**src/rtl/dmem_arbiter_pkg.sv**
```systemverilog
// Shared definitions for the data-memory arbiter: width defaults, port ids and response types.
package dmem_arbiter_pkg;

  localparam int unsigned DefAW = 32;
  localparam int unsigned DefDW = 32;

  localparam logic PORT_CORE = 1'b0;
  localparam logic PORT_LDR  = 1'b1;

  typedef enum logic [1:0] {
    RespNone  = 2'd0,
    RespRead  = 2'd1,
    RespWrite = 2'd2
  } resp_type_e;

  function automatic resp_type_e resp_type(input logic gnt, input logic we);
    if (!gnt) return RespNone;
    return we ? RespWrite : RespRead;
  endfunction

endpackage

```
**src/rtl/dmem_arb_prio.sv**
```systemverilog
// Fixed core-priority grant with a starvation counter that forces a loader grant.
module dmem_arb_prio #(
  parameter int unsigned STARVE_LIMIT = 8
) (
  input  logic clk,
  input  logic rst,
  input  logic c_valid_i,
  input  logic l_valid_i,
  output logic c_gnt_o,
  output logic l_gnt_o
);

  localparam logic [7:0] Limit = 8'(STARVE_LIMIT);

  logic [7:0] cnt_q, cnt_d;

  always_comb begin
    l_gnt_o = l_valid_i && (!c_valid_i || (cnt_q == Limit));
    c_gnt_o = c_valid_i && !l_gnt_o;
    cnt_d   = cnt_q;
    // Neither valid: hold. Core alone or loader served: restart.
    if (l_gnt_o || (c_valid_i && !l_valid_i)) begin
      cnt_d = '0;
    end else if (c_gnt_o) begin
      cnt_d = cnt_q + 8'd1;
    end
  end

  always_ff @(posedge clk or negedge rst) begin
    if (!rst) cnt_q <= '0;
    else      cnt_q <= cnt_d;
  end

endmodule

```
**src/rtl/dmem_arbiter.sv**
```systemverilog
// Two-port data-memory arbiter: forwards one granted request per cycle, returns a
// registered response to the winner one cycle later.
module dmem_arbiter
  import dmem_arbiter_pkg::*;
#(
  parameter int unsigned AW           = DefAW,
  parameter int unsigned DW           = DefDW,
  parameter int unsigned STARVE_LIMIT = 8
) (
  input  logic          clk,
  input  logic          rst,
  input  logic          c_req_valid,
  input  logic          c_req_we,
  input  logic [AW-1:0] c_req_addr,
  input  logic [DW-1:0] c_req_wdata,
  output logic          c_req_ready,
  output logic          c_resp_valid,
  input  logic          l_req_valid,
  input  logic          l_req_we,
  input  logic [AW-1:0] l_req_addr,
  input  logic [DW-1:0] l_req_wdata,
  output logic          l_req_ready,
  output logic          l_resp_valid,
  output logic [DW-1:0] resp_rdata,
  output logic          mem_we,
  output logic [AW-1:0] mem_addr,
  output logic [DW-1:0] mem_wdata,
  input  logic [DW-1:0] mem_rdata
);

  logic       c_gnt, l_gnt;
  resp_type_e resp_type_q, resp_type_d;
  logic       win_q, win_d;
  logic [DW-1:0] rdata_q, rdata_d;

  // Requests are masked while in reset so ready and memory outputs stay quiet.
  dmem_arb_prio #(
    .STARVE_LIMIT(STARVE_LIMIT)
  ) u_prio (
    .clk      (clk),
    .rst      (rst),
    .c_valid_i(c_req_valid & rst),
    .l_valid_i(l_req_valid & rst),
    .c_gnt_o  (c_gnt),
    .l_gnt_o  (l_gnt)
  );

  assign c_req_ready = c_gnt;
  assign l_req_ready = l_gnt;

  always_comb begin
    mem_we    = 1'b0;
    mem_addr  = '0;
    mem_wdata = '0;
    if (c_gnt) begin
      mem_we    = c_req_we;
      mem_addr  = c_req_addr;
      mem_wdata = c_req_wdata;
    end else if (l_gnt) begin
      mem_we    = l_req_we;
      mem_addr  = l_req_addr;
      mem_wdata = l_req_wdata;
    end
  end

  always_comb begin
    resp_type_d = resp_type(c_gnt | l_gnt, mem_we);
    win_d       = l_gnt ? PORT_LDR : PORT_CORE;
    rdata_d     = (resp_type_d == RespRead) ? mem_rdata : '0;
  end

  always_ff @(posedge clk or negedge rst) begin
    if (!rst) begin
      resp_type_q <= RespNone;
      win_q       <= PORT_CORE;
      rdata_q     <= '0;
    end else begin
      resp_type_q <= resp_type_d;
      win_q       <= win_d;
      rdata_q     <= rdata_d;
    end
  end

  assign c_resp_valid = (resp_type_q != RespNone) && (win_q == PORT_CORE);
  assign l_resp_valid = (resp_type_q != RespNone) && (win_q == PORT_LDR);
  assign resp_rdata   = rdata_q;

endmodule

```
**config.mk**
```make
export PLATFORM = sky130hd
export DESIGN_NAME = dmem_arbiter
export DESIGN_NICKNAME = d
export VERILOG_FILES = /design/src/rtl/dmem_arbiter_pkg.sv /design/src/rtl/dmem_arb_prio.sv /design/src/rtl/dmem_arbiter.sv
export SDC_FILE = /design/constraint.sdc
export NUM_CORES = 1
export LEC_CHECK = 0
export ABC_AREA = 1
export BUFFER_PORTS_ARGS = -buffer_cell sky130_fd_sc_hd__buf_2
export CAP_MARGIN = 20
export CORE_MARGIN = 10
export CORE_UTILIZATION = 32
export DETAILED_ROUTE_END_ITERATION = 7
export PLACE_DENSITY = 0.77
export SLEW_MARGIN = 5
export SYNTH_ARGS = -nofsm -noshare
export SYNTH_HDL_FRONTEND = slang
export SYNTH_SLANG_ARGS = --single-unit
```
**constraint.sdc**
```tcl
create_clock -name clk -period 1.65 [get_ports clk]
set_input_delay 0.33 -clock clk [delete_from_list [all_inputs] [get_ports clk]]
set_output_delay 0.33 -clock clk [all_outputs]
set_load 0.005 [all_outputs]
```
==> flow_metrics.tcl, run 1 <==
set metrics [dict create \
    final_cells 788 \
    ys_ff_latch 43 \
    r2r_cells 12 \
    arrival_ns 1.81 \
    combPwrFrac_pct 36.1 \
    grt_pass1_wl_um 18440 \
    pin_count 267 \
    multi_input_area_sq_um 1567 \
    overflow 0 \
    fin_nets 853 \
    cts_made_buffers 5 \
    end_kind "output port" \
    async_flop_share_pct 100.0 \
    worst_pin_slew_ns 0.5363 \
    place.gp.congestion 1.073 \
    area_delta_synth_final_pct 94.21 \
    synth_common_cells "nand2_1 (215), inv_1 (48), dfrtp_1 (43), nor2_1 (37), nor2_2 (10)" \
    vias_per_cell 4.563 \
    p_sw_share_pct 31.11 \
    switchingPower_uw 885.3 \
    grt_pass1_vias 3419 \
    fin_crit_sh_pct 130.0 \
    antenna_found_initial 2 \
    r2r_start "u_prio.cnt_q[1]" \
    rsz0062_at_grt "true" \
    peakVddDrop_mv 0.6914 \
    syn-cell-area_sq_um 2592 \
    cts_num_sinks 43 \
    dr.pass1.iters 5 \
    ys_warn_count 0 \
    wl_per_cell_um 18.16 \
    cts.reportedPaths.clkPinSlew_ns 0.09 \
    required_ns 1.32 \
    htreeDepth 2 \
    drt_wl_total_um 14310 \
    worstSetupStartpointType "flop" \
    fillers 673 \
    max_cap_viol_count 0 \
    synth_edf_count 0 \
    r2r_end "resp_rdata[10]" \
    hold_path.class "in -> async" \
    synth_cell_types 22 \
    design.core.area_sq_um 7807 \
    drive_gt1_share_pct 56.93 \
    die_area_sq_um 12100 \
    num_rows 32 \
    clk_path_buf_depth 2 \
    place_inst 762 \
    totalNegativeSetupSlack_ns -36.09 \
    grt_max_degree 44 \
    skew_ns 0.009822 \
    synth_most_common_cell "nand2_1" \
    setup_viol 99 \
    syn_area_per_cell_sq_um 6.613 \
    cts_root_buf "clkbuf_8" \
    failed_checks "setup timing" \
    start_util_pct 33.21 \
    r2r_setup_slack_ns -0.22 \
    p_int_mw 1.960 \
    hpwlAfterDp_um 10310 \
    synth_top_area_cell "dfrtp_1" \
    die_w_um 110.0 \
    max_freq_mhz 466.3 \
    synthDominantCellAreaShare_pct 41.51 \
    clock_latency_ns 0.30 \
    whs_ns 0.1435 \
    criticalPathCategory "reg -> out" \
    port_buffers 266 \
    layout_min_cycle_time_ns 2.145 \
    final_hold_viol_count 0 \
    maxSlewViolCount 0 \
    num_vias 3596 \
    drt-initial-drc-count 336 \
    drc 0 \
    power.density_nw_per_um2 565.2 \
    syn_inst 392 \
    yosysSeqAreaShare_pct 41.51 \
    grt_util_all_layers_pct 19.80 \
    p_leak_nw 3.173 \
    final_antenna_net_count 0 \
    outcome "complete, but fails checks" \
    synth.area.top_cells "dfrtp_1 (42%), nand2_1 (31%), inv_1 (6.9%)" \
    slew_headroom_pct 64.24 \
    cts_tree "yes" \
    synth_ff_type "dfrtp_1" \
    sequentialPowerShare_pct 39.5 \
    die_h_um 110.0 \
    worstPathMaxFanout 8 \
    regArea_sq_um 1076 \
    syn_nets 560 \
    pwr-share-clk_pct 24.4 \
    setup_slack_ns -0.4946 \
]
-- worst max path at each step --
stage | start | endpoint | cells after the start
2_1_floorplan | u_prio.cnt_q[0] | mem_addr[10] | 10
3_3_place_gp | u_prio.cnt_q[0] | mem_wdata[10] | 9
4_1_cts | u_prio.cnt_q[1] | mem_addr[24] | 10
5_1_grt | u_prio.cnt_q[1] | mem_wdata[10] | 10
3_5_place_dp | u_prio.cnt_q[0] | mem_wdata[10] | 9
6_report | u_prio.cnt_q[1] | mem_wdata[6] | 11
-- per-layer routing --
layer / track usage [%] / share of wire [%] / vias to the layer above
met1: 20.55 / 33 / 1667
li1: - / - / 1720
met5: 0 / 0.091 / -
met2: 38.15 / 54 / 195
met4: 4.275 / 1.5 / 2
met3: 5.862 / 11 / 12
-- registers in the layout, summed over array words and instances (netlist names) --
signal / count
resp_rdata: 32
resp_type_q: 2
u_prio.cnt_q: 8
win_q: 1
-- metrics by stage --
stage	utilization, %	setup slack, ns	total power, mW	cell area, sq um
2_1_floorplan	-	0.005150	1.432	2592
3_3_place_gp	52.40	-0.2162	1.866	4091
3_5_place_dp	52.40	-0.2472	1.879	4091
4_1_cts	58.45	-0.4946	2.704	4563
5_1_grt	64.49	-0.5640	2.999	5035
6_report	64.49	-0.4946	2.846	5035
-- layout by cell type, fill, tap and decap left out, types with 2 or more instances in the layout --
cell type,Yosys,layout
inv_2,1,2
dfrtp_1,43,43
nor2_2,10,6
nand2_1,215,179
nor2_4,0,29
clkbuf_8,0,6
clkbuf_16,0,6
buf_2,2,258
buf_4,6,17
nor2_1,37,12
nand2_2,1,25
buf_6,8,8
nand2_4,0,11
xor2_1,2,2
buf_16,0,6
nand3_1,4,4
nand4_1,3,3
inv_1,48,46
nand3_4,1,2
o21ai_0,3,3
buf_12,0,7
-- power by group through the flow --
stage | sequential, mW | combinational [mW] | clock, mW
after detailed placement | 1.15 | 0.733 | 0
after CTS | 1.13 | 0.865 | 0.713
after global placement | 1.14 | 0.722 | 0
after global routing | 1.13 | 1.11 | 0.760
after floorplan | 1.15 | 0.277 | 0
final | 1.13 | 1.03 | 0.694
-- critical path, cell delays in order (launching register included) --
cell,delay (ns)
dfrtp_1,0.40
inv_2,0.08
ha_4,0.14
nand3_4,0.07
nor2_4,0.11
a21oi_4,0.07
buf_12,0.13
buf_12,0.13
buf_16,0.15
nand2_2,0.05
nand2_1,0.05
buf_2,0.13
-- logic make-up (layout without fill, tap and decap cells) --
kind of cell	count (synthesis)	in the layout	share of synthesized area, %
compound gates	5	5	1.255
xor+xnor	3	3	1.014
buf+inv	66	359	13.27
fa+ha+maj	2	2	0.9651
other cells	0	1	0
simple gates	273	273	41.99
flops	43	43	41.51
-- area by class of cell --
type / instances / share of cell area (%)
sequential: 43 / 21.37
clock buffer: 6 / 1.640
tap: 102 / 2.535
clock inverter: 1 / 0.1740
timing repair buffer: 303 / 39.31
multi-input combinational: 283 / 31.11
antenna: 1 / 0.04970
inverter: 49 / 3.802
-- timing repair --
action                                  in CTS  in global routing
endpoints found under the setup margin      69                 99
pin swaps                                    5                  6
hold buffers                                 0                  0
setup buffers                                4                  2
hold endpoints to repair                     0                  0
resized for setup                           54                 73
cloned                                       6                  6
Power figures use the tool's default switching activity.
==> inputs of run 2 (changes only) <==
--- a/config.mk
+++ b/config.mk
@@ -8,6 +8,7 @@
 export ABC_AREA = 1
 export BUFFER_PORTS_ARGS = -buffer_cell sky130_fd_sc_hd__buf_2
 export CAP_MARGIN = 20
+export CORE_ASPECT_RATIO = 0.75
 export CORE_MARGIN = 10
 export CORE_UTILIZATION = 32
 export DETAILED_ROUTE_END_ITERATION = 7
==> flow_metrics.tcl, run 2 (synthesized netlist as in run 1, its figures left out) <==
set metrics [dict create \
    num_rows 28 \
    overflow 0 \
    sequentialPowerShare_pct 38.0 \
    worstSetupStartpointType "flop" \
    utilization_pct 62.43 \
    start_util_pct 32.89 \
    power.density_nw_per_um2 602.6 \
    whs_ns 0.09763 \
    drt_wl_total_um 13870 \
    antenna_found_initial 0 \
    area_delta_synth_final_pct 89.82 \
    layout_common_cells "buf_2 (258), nand2_1 (166), inv_1 (46), dfrtp_1 (43), nand2_2 (40)" \
    die_h_um 97.95 \
    drc 0 \
    criticalPathCategory "reg -> out" \
    layout_min_cycle_time_ns 2.167 \
    switchingPower_uw 867.7 \
    final_common_cell "buf_2" \
    num_vias 3596 \
    largest_register_ffs 32 \
    max_cap_viol_count 0 \
    pwr-share-clk_pct 29.6 \
    combPwrFrac_pct 32.5 \
    cts_root_buf "clkbuf_8" \
    fin_nets 859 \
    cp_slowest_cell "dfrtp_1" \
    required_ns 1.32 \
    critPathBufInv 4 \
    totalNegativeSetupSlack_ns -34.40 \
    grt_util_all_layers_pct 18.18 \
    fin_crit_sh_pct 131.3 \
    port_buffers 266 \
    cts.reportedPaths.clkPinSlew_ns 0.09 \
    max_freq_mhz 461.4 \
    clk_path_buf_depth 2 \
    clock_latency_ns 0.31 \
    design.core.area_sq_um 7883 \
    skew_ns 0.008216 \
    wl_per_cell_um 17.40 \
    end_kind "output port" \
    outcome "complete, but fails checks" \
    die_area_sq_um 12140 \
    crit_chain "inv_2 > ha_4 > nand3_4 > o21ai_4 > nand2_4 > clkinv_8 > buf_6 > nand2_1 > nand2_1 > buf_2" \
    maxSlewViolCount 0 \
    worstPathMaxFanout 11 \
    setup_slack_ns -0.5171 \
    place.gp.congestion 0.9382 \
    arrival_ns 1.84 \
    grt_max_degree 51 \
    p_sw_share_pct 29.26 \
    path_delay_family "buffers and inverters" \
    setup_viol 100 \
    crit_path_max_incr_delay_ns 0.40 \
    cts_tree "yes" \
    cts_num_sinks 43 \
    drt-initial-drc-count 269 \
    p_int_mw 2.098 \
    antennaDiodeCount 0 \
    grt_pass1_vias 3308 \
    hpwlAfterDp_um 10150 \
    final_antenna_net_count 0 \
    pin_count 267 \
    final_hold_viol_count 0 \
    htreeDepth 2 \
    rsz0062_at_grt "true" \
    slew_headroom_pct 71.62 \
    worst_pin_slew_ns 0.4257 \
    vias_per_cell 4.512 \
    peakVddDrop_mv 0.6223 \
    r2r_setup_slack_ns -0.11 \
    die_w_um 123.9 \
    cts_made_buffers 5 \
    p_leak_nw 3.182 \
    cpMostUsedCell "nand2_1" \
    drive_gt1_share_pct 57.37 \
    dr.pass1.iters 4 \
    failed_checks "setup timing" \
    hold_path.class "in -> async" \
    grt_pass1_wl_um 17560 \
]
-- run 2: cell types whose count changed in the layout (fill, tap and decap cells not counted), sizes merged --
cell         delta
clkbuf          +2
clkinv          +1
diode           -1
buf             +2
dlygate4sd3     +1
bufinv          +1
-- run 2: final timing paths --
path / startpoint / to / cells after the start
setup / recovery: u_prio.cnt_q[1] / mem_wdata[9] / 10
setup reg to reg: u_prio.cnt_q[1] / resp_rdata[19] / 11
max in group asynchronous: rst / u_prio.cnt_q[6] / 3
hold reg to reg: u_prio.cnt_q[7] / u_prio.cnt_q[7] / 3
hold / removal: rst / resp_rdata[13] / 2
min in group clk: mem_rdata[1] / resp_rdata[1] / 3
-- run 2: per-stage QoR --
step / cells / instance area (sq um) / power [mW] / setup slack [ns]
global route: 797 / 4921 / 3.130 / -0.5851
floorplan: 392 / 2592 / 1.432 / 0.005150
CTS: 780 / 4272 / 2.770 / -0.5183
finish: 797 / 4921 / 2.965 / -0.5171
detailed placement: 771 / 4140 / 1.889 / -0.1795
global placement: 771 / 4140 / 1.870 / -0.1256
-- run 2: power groups by stage --
stage,Sequential (mW),Combinational [mW],Clock [mW]
after CTS,1.13,0.750,0.895
after global placement,1.14,0.726,0
after detailed placement,1.15,0.742,0
after floorplan,1.15,0.277,0
final,1.13,0.964,0.876
after global routing,1.13,1.05,0.953
-- run 2: final cells by class --
type	count	area [sq um]
well taps	105	131.4
multi-input cells	283	1433
clock buffers	6	82.58
repair buffers	308	1952
clock inverters	2	38.79
inverters	49	196.4
flip-flops and latches	43	1076
repair inverters	1	11.26
fillers	685	2962
-- run 2: worst reg2reg max path: stages, from the launching register on --
cell	delay, ns
dfrtp_1	0.40
inv_2	0.09
ha_4	0.15
nand3_4	0.09
nor2_4	0.14
a21oi_4	0.07
buf_12	0.16
buf_6	0.12
nand2_4	0.06
nand3_4	0.13
clkbuf_16	0.21
nor2_1	0.08
-- run 2: what timing repair did --
item	in CTS	in global routing
setup buffers	0	6
pin swaps	0	19
setup endpoints to repair	93	104
gates resized for setup	0	103
gates cloned	0	14
endpoints found under the hold margin	9	0
hold buffers	1	0
-- run 2: routing by layer --
metal,wire (um),part of all wire [%],up-vias,global-route usage [%]
met5,0,0,-,0
met2,7290,53,196,34.53
li1,-,-,1736,-
met1,4678,34,1618,18.84
met3,1484,11,46,5.236
met4,414,3.0,0,4.682
